## src/rtl/rdma_xmit_if.sv

```systemverilog
// rdma_xmit_if: AXI4 write slave channels plus RDMA stream master, bundled for rdma_xmit.
interface rdma_xmit_if #(
    parameter int DATA_WBITS = 512,
    parameter int ADDR_WBITS = 64
);
    localparam int DATA_WBYTS = DATA_WBITS / 8;
    logic [ADDR_WBITS-1:0] S_AXI_AWADDR;
    logic [7:0]            S_AXI_AWLEN;
    logic                  S_AXI_AWVALID;
    logic                  S_AXI_AWREADY;
    logic [DATA_WBITS-1:0] S_AXI_WDATA;
    logic [DATA_WBYTS-1:0] S_AXI_WSTRB;
    logic                  S_AXI_WLAST;
    logic                  S_AXI_WVALID;
    logic                  S_AXI_WREADY;
    logic [1:0]            S_AXI_BRESP;
    logic                  S_AXI_BVALID;
    logic                  S_AXI_BREADY;
    logic [DATA_WBITS-1:0] AXIS_RDMA_TDATA;
    logic [DATA_WBYTS-1:0] AXIS_RDMA_TKEEP;
    logic                  AXIS_RDMA_TLAST;
    logic                  AXIS_RDMA_TVALID;
    logic                  AXIS_RDMA_TREADY;
    modport slave (
        input  S_AXI_AWADDR, S_AXI_AWLEN, S_AXI_AWVALID,
        output S_AXI_AWREADY,
        input  S_AXI_WDATA, S_AXI_WSTRB, S_AXI_WLAST, S_AXI_WVALID,
        output S_AXI_WREADY,
        output S_AXI_BRESP, S_AXI_BVALID,
        input  S_AXI_BREADY,
        output AXIS_RDMA_TDATA, AXIS_RDMA_TKEEP, AXIS_RDMA_TLAST, AXIS_RDMA_TVALID,
        input  AXIS_RDMA_TREADY
    );
    modport master (
        output S_AXI_AWADDR, S_AXI_AWLEN, S_AXI_AWVALID,
        input  S_AXI_AWREADY,
        output S_AXI_WDATA, S_AXI_WSTRB, S_AXI_WLAST, S_AXI_WVALID,
        input  S_AXI_WREADY,
        input  S_AXI_BRESP, S_AXI_BVALID,
        output S_AXI_BREADY,
        input  AXIS_RDMA_TDATA, AXIS_RDMA_TKEEP, AXIS_RDMA_TLAST, AXIS_RDMA_TVALID,
        output AXIS_RDMA_TREADY
    );
endinterface

```

## src/rtl/rdma_xmit.sv

```systemverilog
// rdma_xmit: turns each AXI4 write burst into one UDP/IP RDMA packet (header beat + data beats).
module rdma_xmit #(
    parameter int          DATA_WBITS = 512,
    parameter int          ADDR_WBITS = 64,
    parameter logic [47:0] DST_MAC    = '0,
    parameter logic [47:0] SRC_MAC    = '0,
    parameter logic [31:0] SRC_IP     = '0,
    parameter logic [31:0] DST_IP     = '0,
    parameter logic [15:0] SRC_PORT   = '0,
    parameter logic [15:0] DST_PORT   = '0
) (
    input logic       clk,
    input logic       reset,
    rdma_xmit_if.slave bus
);
    localparam logic [2:0] STARTING = 3'd0, IDLE = 3'd1, SEND_HDR = 3'd2, XFER = 3'd3, SEND_B = 3'd4;
    logic [2:0]            state;
    logic [ADDR_WBITS-1:0] addr;
    logic [7:0]            len, cnt;
    logic                  err;
    logic [15:0]           udp_len, ip_len, csum;
    logic [31:0]           csum_acc, csum_fold;
    logic [511:0]          hdr_be, hdr;
    logic                  last_beat, beat;

    assign udp_len   = 16'd30 + ((16'(len) + 16'd1) << 6);
    assign ip_len    = udp_len + 16'd20;
    assign csum_acc  = 32'h4500 + 32'(ip_len) + 32'h4000 + 32'h4011
                     + 32'(SRC_IP[31:16]) + 32'(SRC_IP[15:0]) + 32'(DST_IP[31:16]) + 32'(DST_IP[15:0]);
    assign csum_fold = 32'(csum_acc[15:0]) + 32'(csum_acc[31:16]);
    assign csum      = ~(csum_fold[15:0] + csum_fold[31:16]);

    // Header written in wire order, then byte-swapped so byte 0 lands on TDATA[7:0].
    assign hdr_be = {DST_MAC, SRC_MAC, 16'h0800,
                     16'h4500, ip_len, 16'h0000, 16'h4000, 16'h4011, csum, SRC_IP, DST_IP,
                     SRC_PORT, DST_PORT, udp_len, 16'h0000,
                     64'(addr), len, 104'd0};
    for (genvar i = 0; i < 64; i++) begin : g_swap
        assign hdr[8*i +: 8] = hdr_be[511-8*i -: 8];
    end

    assign last_beat = cnt == len;
    assign beat      = state == XFER && bus.S_AXI_WVALID && bus.AXIS_RDMA_TREADY;

    assign bus.S_AXI_AWREADY    = state == IDLE;
    assign bus.S_AXI_WREADY     = state == XFER && bus.AXIS_RDMA_TREADY;
    assign bus.S_AXI_BVALID     = state == SEND_B;
    assign bus.S_AXI_BRESP      = (state == SEND_B && err) ? 2'b10 : 2'b00;
    assign bus.AXIS_RDMA_TVALID = state == SEND_HDR || (state == XFER && bus.S_AXI_WVALID);
    assign bus.AXIS_RDMA_TLAST  = state == XFER && last_beat;
    assign bus.AXIS_RDMA_TDATA  = state == SEND_HDR ? DATA_WBITS'(hdr) : state == XFER ? bus.S_AXI_WDATA : '0;
    assign bus.AXIS_RDMA_TKEEP  = state == SEND_HDR ? '1 : state == XFER ? bus.S_AXI_WSTRB : '0;

    always_ff @(posedge clk or posedge reset) begin
        if (reset) begin
            state <= STARTING;
            addr  <= '0;
            len   <= '0;
            cnt   <= '0;
            err   <= 1'b0;
        end else begin
            case (state)
                STARTING: state <= IDLE;
                IDLE: if (bus.S_AXI_AWVALID) begin
                    addr  <= bus.S_AXI_AWADDR;
                    len   <= bus.S_AXI_AWLEN;
                    state <= SEND_HDR;
                end
                SEND_HDR: if (bus.AXIS_RDMA_TREADY) begin
                    cnt   <= '0;
                    state <= XFER;
                end
                XFER: if (beat) begin
                    cnt <= cnt + 8'd1;
                    if (bus.S_AXI_WLAST != last_beat) err <= 1'b1;
                    if (last_beat) state <= SEND_B;
                end
                SEND_B: if (bus.S_AXI_BREADY) begin
                    err   <= 1'b0;
                    state <= IDLE;
                end
                default: state <= STARTING;
            endcase
        end
    end
endmodule

```

## src/flat_wrapper.sv

```systemverilog
// flat-port wrapper written by rule: the top's interface ports become plain ports
module rdma_xmit_flat 
#(
    parameter int          DATA_WBITS = 512,
    parameter int          ADDR_WBITS = 64,
    parameter logic [47:0] DST_MAC    = '0,
    parameter logic [47:0] SRC_MAC    = '0,
    parameter logic [31:0] SRC_IP     = '0,
    parameter logic [31:0] DST_IP     = '0,
    parameter logic [15:0] SRC_PORT   = '0,
    parameter logic [15:0] DST_PORT   = '0
)
  (clk, reset, bus_S_AXI_AWADDR, bus_S_AXI_AWLEN, bus_S_AXI_AWVALID, bus_S_AXI_AWREADY, bus_S_AXI_WDATA, bus_S_AXI_WSTRB, bus_S_AXI_WLAST, bus_S_AXI_WVALID, bus_S_AXI_WREADY, bus_S_AXI_BRESP, bus_S_AXI_BVALID, bus_S_AXI_BREADY, bus_AXIS_RDMA_TDATA, bus_AXIS_RDMA_TKEEP, bus_AXIS_RDMA_TLAST, bus_AXIS_RDMA_TVALID, bus_AXIS_RDMA_TREADY);
  rdma_xmit_if #(.DATA_WBITS(DATA_WBITS), .ADDR_WBITS(ADDR_WBITS)) bus_i ();
  input logic clk;
  input logic reset;
  input wire logic [$bits(bus_i.S_AXI_AWADDR)-1:0] bus_S_AXI_AWADDR;
  input wire logic [$bits(bus_i.S_AXI_AWLEN)-1:0] bus_S_AXI_AWLEN;
  input wire logic [$bits(bus_i.S_AXI_AWVALID)-1:0] bus_S_AXI_AWVALID;
  output wire logic [$bits(bus_i.S_AXI_AWREADY)-1:0] bus_S_AXI_AWREADY;
  input wire logic [$bits(bus_i.S_AXI_WDATA)-1:0] bus_S_AXI_WDATA;
  input wire logic [$bits(bus_i.S_AXI_WSTRB)-1:0] bus_S_AXI_WSTRB;
  input wire logic [$bits(bus_i.S_AXI_WLAST)-1:0] bus_S_AXI_WLAST;
  input wire logic [$bits(bus_i.S_AXI_WVALID)-1:0] bus_S_AXI_WVALID;
  output wire logic [$bits(bus_i.S_AXI_WREADY)-1:0] bus_S_AXI_WREADY;
  output wire logic [$bits(bus_i.S_AXI_BRESP)-1:0] bus_S_AXI_BRESP;
  output wire logic [$bits(bus_i.S_AXI_BVALID)-1:0] bus_S_AXI_BVALID;
  input wire logic [$bits(bus_i.S_AXI_BREADY)-1:0] bus_S_AXI_BREADY;
  output wire logic [$bits(bus_i.AXIS_RDMA_TDATA)-1:0] bus_AXIS_RDMA_TDATA;
  output wire logic [$bits(bus_i.AXIS_RDMA_TKEEP)-1:0] bus_AXIS_RDMA_TKEEP;
  output wire logic [$bits(bus_i.AXIS_RDMA_TLAST)-1:0] bus_AXIS_RDMA_TLAST;
  output wire logic [$bits(bus_i.AXIS_RDMA_TVALID)-1:0] bus_AXIS_RDMA_TVALID;
  input wire logic [$bits(bus_i.AXIS_RDMA_TREADY)-1:0] bus_AXIS_RDMA_TREADY;
  assign bus_i.S_AXI_AWADDR = bus_S_AXI_AWADDR;
  assign bus_i.S_AXI_AWLEN = bus_S_AXI_AWLEN;
  assign bus_i.S_AXI_AWVALID = bus_S_AXI_AWVALID;
  assign bus_S_AXI_AWREADY = bus_i.S_AXI_AWREADY;
  assign bus_i.S_AXI_WDATA = bus_S_AXI_WDATA;
  assign bus_i.S_AXI_WSTRB = bus_S_AXI_WSTRB;
  assign bus_i.S_AXI_WLAST = bus_S_AXI_WLAST;
  assign bus_i.S_AXI_WVALID = bus_S_AXI_WVALID;
  assign bus_S_AXI_WREADY = bus_i.S_AXI_WREADY;
  assign bus_S_AXI_BRESP = bus_i.S_AXI_BRESP;
  assign bus_S_AXI_BVALID = bus_i.S_AXI_BVALID;
  assign bus_i.S_AXI_BREADY = bus_S_AXI_BREADY;
  assign bus_AXIS_RDMA_TDATA = bus_i.AXIS_RDMA_TDATA;
  assign bus_AXIS_RDMA_TKEEP = bus_i.AXIS_RDMA_TKEEP;
  assign bus_AXIS_RDMA_TLAST = bus_i.AXIS_RDMA_TLAST;
  assign bus_AXIS_RDMA_TVALID = bus_i.AXIS_RDMA_TVALID;
  assign bus_i.AXIS_RDMA_TREADY = bus_AXIS_RDMA_TREADY;
  rdma_xmit #(.DATA_WBITS(DATA_WBITS), .ADDR_WBITS(ADDR_WBITS), .DST_MAC(DST_MAC), .SRC_MAC(SRC_MAC), .SRC_IP(SRC_IP), .DST_IP(DST_IP), .SRC_PORT(SRC_PORT), .DST_PORT(DST_PORT)) u_core (.clk(clk), .reset(reset), .bus(bus_i));
endmodule
```

## config.mk

```make
export PLATFORM = sky130hd
export DESIGN_NAME = rdma_xmit_flat
export DESIGN_NICKNAME = d
export VERILOG_FILES = /design/src/rtl/rdma_xmit_if.sv /design/src/rtl/rdma_xmit.sv /design/src/flat_wrapper.sv
export SDC_FILE = /design/constraint.sdc
export NUM_CORES = 1
export LEC_CHECK = 0
export BUFFER_PORTS_ARGS = -buffer_cell sky130_fd_sc_hd__buf_4
export CELL_PAD_IN_SITES_DETAIL_PLACEMENT = 0
export CELL_PAD_IN_SITES_GLOBAL_PLACEMENT = 1
export CORE_AREA = 10 10 478 480
export CTS_BUF_LIST = sky130_fd_sc_hd__clkbuf_4 sky130_fd_sc_hd__clkbuf_8 sky130_fd_sc_hd__clkbuf_16
export DETAILED_ROUTE_END_ITERATION = 6
export DIE_AREA = 0 0 488 490
export MAX_ROUTING_LAYER = met4
export PLACE_DENSITY = 0.3
export SETUP_SLACK_MARGIN = 0.02
export SYNTH_ARGS = -nofsm -noshare
export SYNTH_HDL_FRONTEND = slang
export SYNTH_SLANG_ARGS = --single-unit
export TNS_END_PERCENT = 50
```

## constraint.sdc

```tcl
create_clock -name clk -period 9.9 [get_ports clk]
set_clock_uncertainty 0.2 [all_clocks]
set_input_delay 1.98 -clock clk [delete_from_list [all_inputs] [get_ports clk]]
set_output_delay 1.98 -clock clk [all_outputs]
set_load 0.005 [all_outputs]
```

; Word level (Yosys, flattened, before mapping)
; Cells that the tools add are included.
[word_totals]
ff_bits = 84
output_inout_bits = 583
wordCells = 58
[classes]
add_sub_neg = 9
n_eq_ne = 12
n_mux = 18
n_bitwise = 1
reduce_logical = 13
[ops]
columns = cell, count
row1 = $mux 512, 2
row2 = $mux 64, 2
row3 = $add 32x15->32 const B, 2
row4 = $add 15x16->17 const A, 1
row5 = $add 16x16->17, 1
row6 = $add 16x16->16, 1
row7 = $add 16x5->16 const B, 1
row8 = $add 5x16->16 const A, 1
row9 = $mux 8, 2
row10 = $not 16->16, 1
row11 = $pmux 8 s2, 1
row12 = $mux 3, 5
row13 = $pmux 3 s5, 1
row14 = $add 8x1->9 const B, 1
row15 = $add 8x1->8 const B, 1
row16 = $eq 8x8->1, 1
row17 = $eq 3x2->1 const B, 2
row18 = $ne 2x1->1 const B, 3
row19 = $ne 2x2->1 const B, 3
row20 = $logic_and 1x1->1, 5
row21 = $reduce_and 5->1, 1
row22 = $reduce_and 4->1, 1
row23 = $reduce_bool 2->1, 2
row24 = $eq 3x1->1 const B, 1
row25 = 9 further kinds, 11

; Longest topological paths before layout
; Gate-level depths: netlist (run 1).
[logic_depth]
ltp_word = 10
ltp_mapped = 11
ltp_nobuf = 10

; Worst setup path before layout (run 1)
; OpenSTA, ideal clock, no wires.
[synth_timing]
kind = reg-to-output
from = register u_core.len[1]
to = output bus_AXIS_RDMA_TDATA[202]
arrival_time_ns = 2.697
t_required_ns = 7.720
setup_slack_ns = 5.023
path_stages_with_launch = 11
cell_sequence = dfrtp_1 -> ha_1 -> buf_2 -> xor2_1 -> ha_1 -> xnor2_1 -> xnor2_1 -> or2_1 -> or4_4 -> a21o_1 -> a32o_1
[synth_via]
elab_chain_len = 10
[synth_rtl]
columns = item, line_no
row1 = from (decl), rdma_xmit.sv:19  ; logic [7:0] len, cnt;
row2 = from (signal assigned), rdma_xmit.sv:66  ; len <= bus.S_AXI_AWLEN;
row3 = $add 8x1->9, rdma_xmit.sv:26  ; assign udp_len = 16'd30 + ((16'(len) + 16'd1) << 6);
row4 = $add 5x16->16, rdma_xmit.sv:26
row5 = $add 16x5->16, rdma_xmit.sv:27  ; assign ip_len = udp_len + 16'd20;
row6 = $add 15x16->17, rdma_xmit.sv:28  ; assign csum_acc = 32'h4500 + 32'(ip_len) + 32'h4000 + 32'h4011
row7 = $add 32x15->32 (2 in a row), rdma_xmit.sv:28
row8 = $add 16x16->17, rdma_xmit.sv:30  ; assign csum_fold = 32'(csum_acc[15:0]) + 32'(csum_acc[31:16]);
row9 = $add 16x16->16, rdma_xmit.sv:31  ; assign csum = ~(csum_fold[15:0] + csum_fold[31:16]);
row10 = $not 16->16, rdma_xmit.sv:31
row11 = $mux 512, rdma_xmit.sv:51  ; assign bus.AXIS_RDMA_TDATA = state == SEND_HDR ? DATA_WBITS'(hdr) : state == XFER ? bus.S_AXI_WDATA : '0;
row12 = to (decl), flat_wrapper.sv:29  ; output wire logic [$bits(bus_i.AXIS_RDMA_TDATA)-1:0] bus_AXIS_RDMA_TDATA;
; Every way passes these cells.

; Worst setup path in the final report (run 1)
[layout_timing]
from = register u_core.len[0]
to = output bus_AXIS_RDMA_TDATA[201]
; The elaborated chain is that of the path after synthesis.

==> flow_metrics.env, run 1 <==
export IMPL_status="completed"
export IMPL_setup_ws_ns=3.81
export IMPL_post_route_cells_drive_above_1_share_pct=59.5
export IMPL_synth_seq_area_share_pct=25.1
export IMPL_drt_iter0_drc=447
export IMPL_gp_congestion=0.985
export IMPL_hpwl_mm=138
export IMPL_dpl_cell_area_sq_mm=0.0209
export IMPL_ys_types=51
export IMPL_htreeDepth=3
export IMPL_total_leakage_power_nw=10.2
export IMPL_crit_buf_inv=1
export IMPL_num_io_pins=1238
export IMPL_cts_sinks=84
export IMPL_place_inst=5113
export IMPL_syn_area_per_cell_sq_um=7.59
export IMPL_num_nets_final=2913
export IMPL_cts_hold_buf=0
export IMPL_numPortBuffers=1236
export IMPL_synthXorXnorAreaFrac_pct=3.35
export IMPL_criticalPathCategory="reg -> out"
export IMPL_cts_inserted_buffers=9
export IMPL_hp_class="reg -> reg"
export IMPL_fmax_mhz=164
export IMPL_die_h_um=490
export IMPL_grt_pass1_wl_mm=183
export IMPL_setup_violations=0
export IMPL_timing_final_crit_period_ns=6.09
export IMPL_pre_cts_ws_ns=4.25
export IMPL_synthTopCellsByCount="and2_1, nand2_1, clkbuf_1, dfrtp_1, a22o_1"
export IMPL_mappedNetlistNets=1762
export IMPL_first_global_vias=13900
export IMPL_post_cts_buffers=0
export IMPL_grt_max_degree=181
export IMPL_synth_adder_area_share_pct=0.748
export IMPL_num_vias=12900
export IMPL_crit_path_end_kind="output port"
export IMPL_synth_top_area_share_pct=29.8
export IMPL_synth_top_cell_by_area="and2_1"
export IMPL_path_max_fanout=12
export IMPL_syn_area_sq_mm=0.00837
export IMPL_fin_util_pct=9.74
export IMPL_synthArstFlopShare_pct=100
export IMPL_fin_crit_sh_pct=61.5
export IMPL_required_ns=7.72
export IMPL_dieArea_sq_mm=0.239
export IMPL_hold_violations=0
export IMPL_start_util_pct=3.82
export IMPL_groute_usage_overall_pct=12.3
export IMPL_synthCells=1102
export IMPL_cts_tree="built"
export IMPL_synth_edf_count=0
export IMPL_core_area_sq_mm=0.219
export IMPL_max_clock_path_buffers=2
export IMPL_synth_compound_area_share_pct=12.8
export IMPL_die_x_um=488
export IMPL_slew_headroom_pct=28.7
export IMPL_insertion_delay_ns=0.40
export IMPL_slowest_delay_ns=0.67
export IMPL_synth_top_family_by_area="simple AND/OR/NAND/NOR gates"
export IMPL_start_kind="flop"
export IMPL_grt_antenna_before_repair=93
export IMPL_instances_no_fill=5166
export IMPL_synth_simple_gate_area_share_pct=42.7
export IMPL_powerDensity_mw_per_mm2=243
export IMPL_ys_top_cells_by_area="and2_1, dfrtp_1, mux2_2"
export IMPL_max_vdd_ir_drop_mv=0.132
export IMPL_ys_ff_latch=84
export IMPL_rsz0062_at_grt="false"
export IMPL_clk_pin_slew_ns=0.10
export IMPL_cts_root_buf="clkbuf_16"
export IMPL_muxShareOfSynthArea_pct=9.81
export IMPL_routed_wl_mm=151
export IMPL_drc=0
export IMPL_setup_tns_final_ns=0
export IMPL_synth_warnings=0
export IMPL_area_delta_synth_final_pct=155
export IMPL_wl_per_cell_um=29.3
export IMPL_vias_per_cell=2.51
export IMPL_cts_resized=0
export IMPL_synth_most_common_cell="and2_1"
export IMPL_first_pass_iters=4
export IMPL_fillers=25700
export IMPL_grt_ovfl_total=0
export IMPL_path_cells="ha_1 > xor2_1 > ha_1 > xnor2_1 > xnor2_1 > or2_1 > or4_4 > a31oi_1 > o21ai_1 > nand2_1 > buf_4"
export IMPL_drt_antenna_violating_nets=0
export IMPL_crit_arrival_ns=3.91
export IMPL_path_delay_family="adder cells"
export IMPL_tightest_slew_ns=1.07
export IMPL_final_max_slew_viol_count=0
export IMPL_final_area_sq_mm=0.0213
export IMPL_maxCapViolations=0
export IMPL_ys_flop_type="dfrtp_1"
export IMPL_rows=172
export IMPL_cp_slowest_cell="dfrtp_1"
## final cells by class
| class | instances | area [sq um] | share of cell area, % |
|---|---|---|---|
| timing repair buffer | 1246 | 9380 | 44.0 |
| multi-input combinational | 907 | 5830 | 27.3 |
| tap | 2871 | 3590 | 16.9 |
| sequential | 84 | 2100 | 9.86 |
| clock buffer | 9 | 225 | 1.06 |
| antenna | 37 | 92.6 | 0.434 |
| clock inverter | 7 | 76.3 | 0.358 |
| inverter | 5 | 21.3 | 0.0998 |
## sequential cells by signal, summed over array words and instances, names as in the netlist
| register | flops |
|---|---|
| u_core.addr | 64 |
| u_core.err | 1 |
| u_core.len | 8 |
| u_core.state | 3 |
| u_core.cnt | 8 |
## cell usage in the layout (no fill, tap or decap), drive strengths merged, types with 2 or more instances in the layout
master,n
inv,10
nor3,7
ha,5
nand3,6
nand2b,2
nor2,16
a22o,74
o31ai,2
nand2,201
dfrtp,84
xor2,10
xnor2,22
or3,2
clkbuf,9
buf,1246
a2bb2oi,2
and3,3
a21oi,15
diode,37
a31oi,2
clkinv,2
a21o,10
and2,399
mux2,72
nand4,6
a211oi,2
a221oi,2
a32o,2
o21ai,26
nor3b,3
and3b,2
## worst paths after layout
kind | slack, ns | endpoint | from | cells after the start
setup reg to reg | 6.94 | u_core.cnt[7]$_DFFE_PP0P_ | u_core.state[2]$_DFFE_PP0P_ | 8
min in group asynchronous | 1.42 | u_core.addr[19]$_DFFE_PP0P_ | reset | 2
hold / removal | 0.29 | u_core.err$_DFFE_PP0P_ | u_core.err$_DFFE_PP0P_ | 2
hold reg to reg | 0.29 | u_core.err$_DFFE_PP0P_ | u_core.err$_DFFE_PP0P_ | 2
setup / recovery | 3.81 | bus_AXIS_RDMA_TDATA[201] | u_core.len[0]$_DFFE_PP0P_ | 11
max in group asynchronous | 6.94 | u_core.addr[41]$_DFFE_PP0P_ | reset | 3
## cell families (layout without fill, tap and decap cells)
kind of cell,after synthesis,after routing
muxes,73,73
AOI/OAI and AO/OA,142,142
xor gates and xnor gates,32,32
buffers and inverters,111,1267
and+or+nand+nor,654,654
adders and majority gates,5,5
other,1,38
DFF,84,84
## layer usage
layer,vias to the layer above,track usage (%),share of wire (%)
met5,-,-,0
met4,0,1.86,1.7
met3,114,6.52,12
met2,850,19.8,46
met1,6045,13.7,40
li1,5938,-,-
## through the flow
step	hold WS, ns	total power [mW]
floorplan	0.240	2.16
global route	0.323	5.65
global placement	0.269	5.07
finish	0.286	5.19
detailed placement	0.275	5.03
CTS	0.298	5.45
## worst register-to-register path: stages, from the launching register on
cell and delay (ns):
dfrtp_1 0.48, and3b_4 0.75, buf_12 0.38, a21o_1 0.25
and2_1 0.19, nand4_1 0.19, nor2_1 0.18, xnor2_1 0.13
a21oi_1 0.05
## report_power, final
part | leakage, nW | total, mW | switching [mW] | internal, mW
sequential | 1.02 | 0.690 | 0.184 | 0.506
combinational | 9.01 | 4.12 | 2.25 | 1.87
clock | 0.149 | 0.378 | 0.198 | 0.180
(Power assumes the default switching activity.)
==> inputs of run 2 (changes only) <==
--- a/config.mk
+++ b/config.mk
@@ -8,10 +8,10 @@
 export BUFFER_PORTS_ARGS = -buffer_cell sky130_fd_sc_hd__buf_4
 export CELL_PAD_IN_SITES_DETAIL_PLACEMENT = 0
 export CELL_PAD_IN_SITES_GLOBAL_PLACEMENT = 1
-export CORE_AREA = 10 10 478 480
+export CORE_AREA = 10 10 476 478
 export CTS_BUF_LIST = sky130_fd_sc_hd__clkbuf_4 sky130_fd_sc_hd__clkbuf_8 sky130_fd_sc_hd__clkbuf_16
 export DETAILED_ROUTE_END_ITERATION = 6
-export DIE_AREA = 0 0 488 490
+export DIE_AREA = 0 0 486 488
 export MAX_ROUTING_LAYER = met4
 export PLACE_DENSITY = 0.3
 export SETUP_SLACK_MARGIN = 0.02
==> constraint.sdc (replaced) <==
create_clock -name clk -period 5.05 [get_ports clk]
set_clock_uncertainty 0.2 [all_clocks]
set_input_delay 1.01 -clock clk [delete_from_list [all_inputs] [get_ports clk]]
set_output_delay 1.01 -clock clk [all_outputs]
set_load 0.005 [all_outputs]
==> run 2 against run 1 <==
Sequential power grew 93%. Critical path depth is 1 lower. Critical path type unchanged. Largest power group unchanged. Design area up 0.24%.
==> flow_metrics.env, run 2 (synthesis results as in run 1) <==
export IMPL_clk_pin_slew_ns=0.08
export IMPL_fin_crit_sh_pct=92.4
export IMPL_final_max_slew_viol_count=0
export IMPL_rsz0062_at_grt="false"
export IMPL_insertion_delay_ns=0.39
export IMPL_pwr_share_seq_pct=13.0
export IMPL_grt_antenna_before_repair=88
export IMPL_cts_root_buf="clkbuf_16"
export IMPL_final_cell_mix="buf_4, and2_1, nand2_1"
export IMPL_post_cts_buffers=0
export IMPL_rows=171
export IMPL_fmax_mhz=214
export IMPL_fin_hold_ws_ns=0.299
export IMPL_dieArea_sq_mm=0.237
export IMPL_power_internal_mw=5.11
export IMPL_die_h_um=488
export IMPL_tightest_slew_ns=0.997
export IMPL_setup_tns_final_ns=0
export IMPL_cp_slowest_cell="or4_4"
export IMPL_finalPower_mw=10.2
export IMPL_total_leakage_power_nw=10.2
export IMPL_groute_usage_overall_pct=11.7
export IMPL_htreeDepth=3
export IMPL_core_area_sq_mm=0.217
export IMPL_first_global_vias=14000
export IMPL_num_vias=13000
export IMPL_die_x_um=486
export IMPL_cts_hold_buf=0
export IMPL_path_cells="ha_1 > xor2_1 > ha_1 > xnor2_1 > xnor2_1 > or2_1 > or4_4 > a21o_1 > a32o_1 > buf_4"
export IMPL_maxCapViolations=0
export IMPL_gp_congestion=0.984
export IMPL_largest_register_ffs=64
export IMPL_status="completed"
export IMPL_crit_reg2reg_launch="u_core.state[1]$_DFFE_PP0P_"
export IMPL_final_common_cell="buf_4"
export IMPL_timing_final_crit_period_ns=4.67
export IMPL_hp_start="u_core.err$_DFFE_PP0P_"
export IMPL_numPortBuffers=1236
export IMPL_criticalPathCategory="reg -> out"
export IMPL_slowest_delay_ns=0.43
export IMPL_num_nets_final=2919
export IMPL_combPwrFrac_pct=79.4
export IMPL_first_pass_iters=4
export IMPL_drt_iter0_drc=426
export IMPL_required_ns=3.84
export IMPL_top_register="u_core.addr"
export IMPL_setup_violations=0
export IMPL_hp_class="reg -> reg"
export IMPL_crit_path_end_kind="output port"
export IMPL_vias_per_cell=2.53
export IMPL_drt_antenna_violating_nets=0
export IMPL_crit_path_start="u_core.len[0]$_DFFE_PP0P_"
export IMPL_slew_headroom_pct=33.6
export IMPL_cts_sinks=84
export IMPL_top_regs="u_core.addr: 64 flops, u_core.cnt: 8 flops, u_core.len: 8 flops"
export IMPL_hold_violations=0
export IMPL_instances_no_fill=5144
export IMPL_grt_pass1_wl_mm=174
export IMPL_setup_ws_ns=0.382
export IMPL_place_inst=5102
export IMPL_clockPowerShare_pct=7.5
export IMPL_cts_tree="built"
export IMPL_seqCellArea_sq_mm=0.00210
export IMPL_wl_per_cell_um=28.0
export IMPL_powerDensity_mw_per_mm2=477
export IMPL_start_util_pct=3.86
export IMPL_max_vdd_ir_drop_mv=0.327
export IMPL_multi_input_area_sq_mm=0.00583
export IMPL_grt_max_degree=163
export IMPL_crit_arrival_ns=3.46
export IMPL_grt_ovfl_total=0
export IMPL_sw_frac_of_total_pct=49.9
export IMPL_max_clock_path_buffers=2
export IMPL_cts_inserted_buffers=9
export IMPL_dpl_cell_area_sq_mm=0.0210
export IMPL_wl_met3_mm=16.9
export IMPL_fin_util_pct=9.87
export IMPL_drc=0
export IMPL_hpwl_mm=132
export IMPL_start_kind="flop"
export IMPL_dr_wl_met2_mm=69.5
export IMPL_area_delta_synth_final_pct=155
export IMPL_fillers=25400
export IMPL_num_io_pins=1238
export IMPL_cts_resized=0
export IMPL_pre_cts_ws_ns=0.776
export IMPL_switchingPower_mw=5.09
export IMPL_top_layer_used="met4"
export IMPL_final_area_sq_mm=0.0214
export IMPL_post_route_cells_drive_above_1_share_pct=59.6
export IMPL_m1WireLength_mm=55.7
export IMPL_routed_wl_mm=144
export IMPL_path_max_fanout=11
## run 2: changes by cell type in the layout (fill, tap and decap cells not counted), moves of 2 or more
cell	before	now
diode_2	37	26
buf_4	1244	1246
buf_12	2	6
inv_8	3	0
clkinvlp_4	0	2
## run 2: worst paths after layout
| kind | endpoint | slack, ns | cells past startpoint |
|---|---|---|---|
| worst max-delay path | bus_AXIS_RDMA_TDATA[202] | 0.38 | 10 |
| worst min-delay path | u_core.err$_DFFE_PP0P_ | 0.30 | 2 |
| worst max register to register | u_core.addr[60]$_DFFE_PP0P_ | 2.37 | 5 |
| worst min register to register | u_core.err$_DFFE_PP0P_ | 0.30 | 2 |
| max in group asynchronous | u_core.addr[57]$_DFFE_PP0P_ | 3.14 | 3 |
| min in group asynchronous | u_core.addr[32]$_DFFE_PP0P_ | 0.57 | 2 |
## run 2: critical path: cells and delay by family (launching register included)
kind | cells | cell delay (ns)
adders and majority gates | 2 | 0.77
and+or+nand+nor | 2 | 0.69
xor gates and xnor gates | 3 | 0.67
AOI/OAI and AO/OA | 2 | 0.44
DFF | 1 | 0.36
buffers and inverters | 1 | 0.13
## run 2: per-layer routing
metal / global-route usage (%) / vias up
li1: - / 5937
met1: 12.4 / 6099
met2: 19.8 / 857
met3: 6.34 / 110
met4: 1.26 / 0
met5: - / -
## run 2: final cells by class
class | count | area share, %
multi-input cells | 907 | 27.3
repair buffers | 1252 | 44.3
inverters | 5 | 0.0996
well taps | 2854 | 16.7
diodes | 26 | 0.305
flip-flops and latches | 84 | 9.84
clock buffers | 9 | 1.05
clock inverters | 7 | 0.375
## run 2: power groups by stage
stage	registers (mW)	clock network [mW]	logic [mW]
after floorplan	1.14	0	3.11
after global placement	1.35	0	8.63
after detailed placement	1.34	0	8.54
after CTS	1.33	0.836	8.57
after global routing	1.38	0.848	8.92
final	1.33	0.770	8.10
